File: src/rtl/dmem_arb_pkg.sv
`default_nettype none
// ============================================================================
// Module   : dmem_arb_pkg
// Purpose  : Shared defaults and FSM state type for the DataMem arbiter.
// Revision : 1.0 - initial release
// ============================================================================
package dmem_arb_pkg;

    localparam int c_ADDR_W_DEF     = 10;
    localparam int c_DATA_W_DEF     = 32;
    localparam int c_STARVE_MAX_DEF = 4;

    // State names what the DataMem did in the previous cycle.
    typedef enum logic [1:0] {
        IDLE   = 2'd0,
        CPU_RD = 2'd1,
        DBG_RD = 2'd2,
        WR     = 2'd3
    } arb_state_t;

endpackage
`default_nettype wire

File: src/rtl/dmem_arb_pick.sv
`default_nettype none
// ============================================================================
// Module   : dmem_arb_pick
// Purpose  : Combinational CPU/debug winner select with optional starvation
//            guard (enabled by macro DMEM_ARB_FAIRNESS_EN).
// Revision : 1.0 - initial release
// ============================================================================
module dmem_arb_pick
    import dmem_arb_pkg::*;
#(
    parameter int STARVE_MAX = c_STARVE_MAX_DEF
) (
    input  logic clk,
    input  logic rst,
    input  logic cpu_req,
    input  logic dbg_req,
    output logic cpu_gnt,
    output logic dbg_gnt
);

    logic w_force;

`ifdef DMEM_ARB_FAIRNESS_EN
    localparam int c_CNT_W = $clog2(STARVE_MAX + 1);

    logic [c_CNT_W-1:0] r_starve;

    assign w_force = (r_starve == c_CNT_W'(STARVE_MAX));

    // Clears whenever debug is served or stops asking; a forced grant
    // therefore also clears it, so the count never passes STARVE_MAX.
    always_ff @(posedge clk) begin
        if (rst) begin
            r_starve <= '0;
        end else if (!dbg_req || dbg_gnt) begin
            r_starve <= '0;
        end else begin
            r_starve <= r_starve + c_CNT_W'(1);
        end
    end
`else
    logic w_unused_cfg;

    assign w_force      = 1'b0;
    assign w_unused_cfg = clk ^ (STARVE_MAX == 0);
`endif

    always_comb begin
        cpu_gnt = 1'b0;
        dbg_gnt = 1'b0;
        if (!rst) begin
            if (dbg_req && (!cpu_req || w_force)) begin
                dbg_gnt = 1'b1;
            end else if (cpu_req) begin
                cpu_gnt = 1'b1;
            end
        end
    end

endmodule
`default_nettype wire

File: src/rtl/dmem_arbiter.sv
`default_nettype none
// ============================================================================
// Module   : dmem_arbiter
// Purpose  : Single-port DataMem arbiter between the MEM stage and a debug
//            port; fairness guard enabled by macro DMEM_ARB_FAIRNESS_EN.
// Revision : 1.0 - initial release
// ============================================================================
module dmem_arbiter
    import dmem_arb_pkg::*;
#(
    parameter int ADDR_W     = c_ADDR_W_DEF,
    parameter int DATA_W     = c_DATA_W_DEF,
    parameter int STARVE_MAX = c_STARVE_MAX_DEF
) (
    input  logic              clk,
    input  logic              rst,
    input  logic              cpu_req,
    input  logic              cpu_we,
    input  logic [ADDR_W-1:0] cpu_addr,
    input  logic [DATA_W-1:0] cpu_wdata,
    output logic              cpu_stall,
    output logic [DATA_W-1:0] cpu_rdata,
    output logic              cpu_rvalid,
    input  logic              dbg_req,
    input  logic              dbg_we,
    input  logic [ADDR_W-1:0] dbg_addr,
    input  logic [DATA_W-1:0] dbg_wdata,
    output logic              dbg_gnt,
    output logic [DATA_W-1:0] dbg_rdata,
    output logic              dbg_rvalid,
    output logic              mem_en,
    output logic              mem_we,
    output logic [ADDR_W-1:0] mem_addr,
    output logic [DATA_W-1:0] mem_wdata,
    input  logic [DATA_W-1:0] mem_rdata
);

    logic              w_cpu_gnt;
    logic              w_dbg_gnt;
    arb_state_t        r_state;
    logic [DATA_W-1:0] r_cpu_rdata;
    logic [DATA_W-1:0] r_dbg_rdata;

    dmem_arb_pick #(
        .STARVE_MAX (STARVE_MAX)
    ) u_pick (
        .clk     (clk),
        .rst     (rst),
        .cpu_req (cpu_req),
        .dbg_req (dbg_req),
        .cpu_gnt (w_cpu_gnt),
        .dbg_gnt (w_dbg_gnt)
    );

    always_comb begin
        mem_en    = w_cpu_gnt | w_dbg_gnt;
        mem_we    = 1'b0;
        mem_addr  = '0;
        mem_wdata = '0;
        if (w_cpu_gnt) begin
            mem_we    = cpu_we;
            mem_addr  = cpu_addr;
            mem_wdata = cpu_wdata;
        end else if (w_dbg_gnt) begin
            mem_we    = dbg_we;
            mem_addr  = dbg_addr;
            mem_wdata = dbg_wdata;
        end
    end

    assign cpu_stall = cpu_req & ~w_cpu_gnt & ~rst;
    assign dbg_gnt   = w_dbg_gnt;

    always_ff @(posedge clk) begin
        if (rst) begin
            r_state <= IDLE;
        end else if (w_cpu_gnt) begin
            r_state <= cpu_we ? WR : CPU_RD;
        end else if (w_dbg_gnt) begin
            r_state <= dbg_we ? WR : DBG_RD;
        end else begin
            r_state <= IDLE;
        end
    end

    // Capture returning data so each port keeps its last read between reads.
    always_ff @(posedge clk) begin
        if (rst) begin
            r_cpu_rdata <= '0;
            r_dbg_rdata <= '0;
        end else begin
            if (r_state == CPU_RD) r_cpu_rdata <= mem_rdata;
            if (r_state == DBG_RD) r_dbg_rdata <= mem_rdata;
        end
    end

    // Gated by rst so a read issued just before reset never reports valid.
    assign cpu_rvalid = ~rst & (r_state == CPU_RD);
    assign dbg_rvalid = ~rst & (r_state == DBG_RD);
    assign cpu_rdata  = rst ? '0 : ((r_state == CPU_RD) ? mem_rdata : r_cpu_rdata);
    assign dbg_rdata  = rst ? '0 : ((r_state == DBG_RD) ? mem_rdata : r_dbg_rdata);

endmodule
`default_nettype wire

File: config.mk
export PLATFORM = sky130hd
export DESIGN_NAME = dmem_arbiter
export DESIGN_NICKNAME = d
export VERILOG_FILES = /design/src/rtl/dmem_arb_pkg.sv /design/src/rtl/dmem_arb_pick.sv /design/src/rtl/dmem_arbiter.sv
export SDC_FILE = /design/constraint.sdc
export NUM_CORES = 1
export LEC_CHECK = 0
export BUFFER_PORTS_ARGS = -buffer_cell sky130_fd_sc_hd__buf_2
export CORE_ASPECT_RATIO = 1.75
export CORE_MARGIN = 4
export CORE_UTILIZATION = 35
export CTS_BUF_LIST = sky130_fd_sc_hd__clkbuf_8
export CTS_CLUSTER_SIZE = 16
export DETAILED_ROUTE_END_ITERATION = 8
export PLACE_DENSITY = 0.7
export SLEW_MARGIN = 0
export SYNTH_ARGS = -nofsm -noshare
export SYNTH_HDL_FRONTEND = slang
export SYNTH_SLANG_ARGS = --single-unit
export TNS_END_PERCENT = 50
File: constraint.sdc
create_clock -name clk -period 3.37 [get_ports clk]
set_input_delay 0.674 -clock clk [delete_from_list [all_inputs] [get_ports clk]]
set_output_delay 0.674 -clock clk [all_outputs]
set_load 0.05 [all_outputs]
==> reports/metrics.cfg <==
[synthesis]
syn_area_sq_mm = 0.00332
syn_inst = 320
syn_nets = 442
ys_top_cells_by_count = 99 x nand2b_1, 66 x dfxtp_1, 64 x mux2i_1
async_reset_ff_share_pct = 0
synthesis.area_per_instance_sq_um = 10.4
yosys_warnings = 0
synth_top_area_share_pct = 39.7
synth.most_common_cell = nand2b_1
yosysSeqAreaShare_pct = 39.7
ys_ff_latch = 66
synth_edf_count = 0
yosys.area.top_type = dfxtp_1
yosys.cell_types.count = 16
ys.flop_type = dfxtp_1
yosys-top-cells-area = dfxtp_1 40%, mux2i_1 19%, nand2b_1 19%

[setup_path]
crit_required_ns = 2.70
endpoint_kind = output pin
crit_start = r_state[0]
critPathArrivalTime_ns = 2.15
worstSetupPathType = flop to output pin
cp-start-kind = flop
crit_fanout = 17
rr_startpoint = r_state[0]

[clocking]
cts-resized-gates = 0
postCtsHoldBufs = 0
cts.clk_slew.worst_paths_ns = 0.07
cts_made_buffers = 9
cts_setup_buffers = 0
cts.sink_count = 66
ctsRootBufferMaster = clkbuf_8
cts_tree = yes
htree_num_levels = 3
cts_buffer_depth = 2
insertion_delay_ns = 0.34

[global_routing]
grt_overflow = 0
grt_start_max_net_pins = 47
grt_pass1_vias = 3407
grt_pass1_wl_mm = 18.0
antenna_found_initial = 1
groute.usage.overall_pct = 21.9

[cells_and_area]
layout.nets = 657
area_growth_pct = 49.9
n_antenna_cell = 0
drive_gt1_share_pct = 47.4
stdcell_count = 660

[route]
routed_wl_mm = 12.5
remaining_drc_errors = 0
viasPerCell = 4.99
vias = 3296
drt-initial-drc-count = 118
wl_per_cell_microns = 19.0
drtAntennaViolNets = 0
drtPass1Iterations = 5

[die]
rows = 46
num_io_pins = 234
die_area_sq_mm = 0.0112
die_y_microns = 137
coreArea_sq_mm = 0.00915
initial_core_util_pct = 36.3
die_w_microns = 81.7

[sta]
slew_viol_final = 0
fmax_ghz = 0.354
skew_ns = 0.00770
rsz0062_at_grt = false
fin_crit_sh_pct = 83.8
finalCriticalPeriod_ns = 2.82
tightest_slew_ns = 0.755
finalHoldViolations = 0
tns_ns = 0
timing.max_slew.rel_slack_pct = 49.7
setup_viol = 0

[flow_run]
max-cap-violations = 0

[placement]
hpwl_mm = 10.1
port_buffers = 232
gp_congestion = 0.865
placedCellCount = 644

[worst_hold_path]
hp-start = r_cpu_rdata[9]
hold_path.class = flop to flop

[power_and_ir_drop]
design_power_total_uw = 2160
ir_drop_v = 0.000232
power.density_mw_per_mm2 = 433
power_leakage_uw = 0.00251

[status]
status = finished, final reports clean

## stage by stage
stage	setup slack, ns	hold slack (ns)	util [%]	instance area (sq um)
floorplan	0.775	0.791	-	3320
global placement	0.677	0.462	52.4	4800
detailed placement	0.657	0.472	52.4	4800
CTS	0.496	0.482	54.5	4980
global route	0.420	0.498	54.5	4980
finish	0.547	0.478	54.5	4980
## cells by family (layout without fill, tap and decap cells)
family                 after synthesis  after routing  share of synthesized area [%]
AO/OA/AOI/OAI                       45             45                           13.1
buffers and inverters               34            254                           7.49
flip-flops                          66             66                           39.7
multiplexers                        64             64                           19.3
other                                1              1                          0.113
AND/OR/NAND/NOR                    110            110                           20.3
## worst max-delay path: stages (launching register included)
cell and delay [ns]:
dfxtp_1 0.35, nand2b_2 0.56, buf_12 0.26, mux2i_1 0.30, buf_2 0.32
## metal layers
layer	GRT usage (%)	wire length [microns]	part of all wire (%)	up-vias
met5	0	13	0.10	-
met4	9.24	323	2.6	2
met3	7.51	1270	10	20
met2	36.9	6150	49	184
met1	24.8	4750	38	1531
li1	-	-	-	1559
## area by class of cell
cell class / count / area (sq um)
Fill cell: 824 / 4170
Multi-Input combinational cell: 220 / 1760
Timing Repair Buffer: 238 / 1560
Sequential cell: 66 / 1320
Tap cell: 120 / 150
Clock buffer: 9 / 124
Clock inverter: 7 / 62.6
## path summary, 6_finish.rpt
kind | to | depth (start not counted) | slack, ns
min reg2reg | r_cpu_rdata[9] | 2 | 0.48
max reg2reg | r_dbg_rdata[30] | 3 | 1.79
min | r_cpu_rdata[9] | 2 | 0.48
max | dbg_rdata[30] | 4 | 0.55
## placed cells by master (no fill, tap or decap)
cell        synthesis  final
a21oi_1             3      3
nand2_1             1      1
nor2b_2             1      1
buf_12              0     24
nor2_1              6      6
buf_4               7      4
mux2i_1            64     64
inv_1               0      2
buf_2              10    210
clkinv_2            0      2
nor2b_4             0      1
conb_1              1      1
a32o_1             42     42
nand2b_1           99     98
bufinv_16           0      1
nor2_2              1      1
clkinvlp_4          0      2
clkbuf_8            0      9
dfxtp_1            66     66
nand2b_2            0      1
nand3b_1            1      1
## report_power, final
group          internal [uW]  switching, uW
sequential               822           12.3
clock                    333            303
combinational            237            452
total                   1390            767
## sequential cells by signal, summed over array words and instances, names as in the netlist
signal / cells
r_state: 2
r_cpu_rdata: 32
r_dbg_rdata: 32
Power figures use the tool's default switching activity.
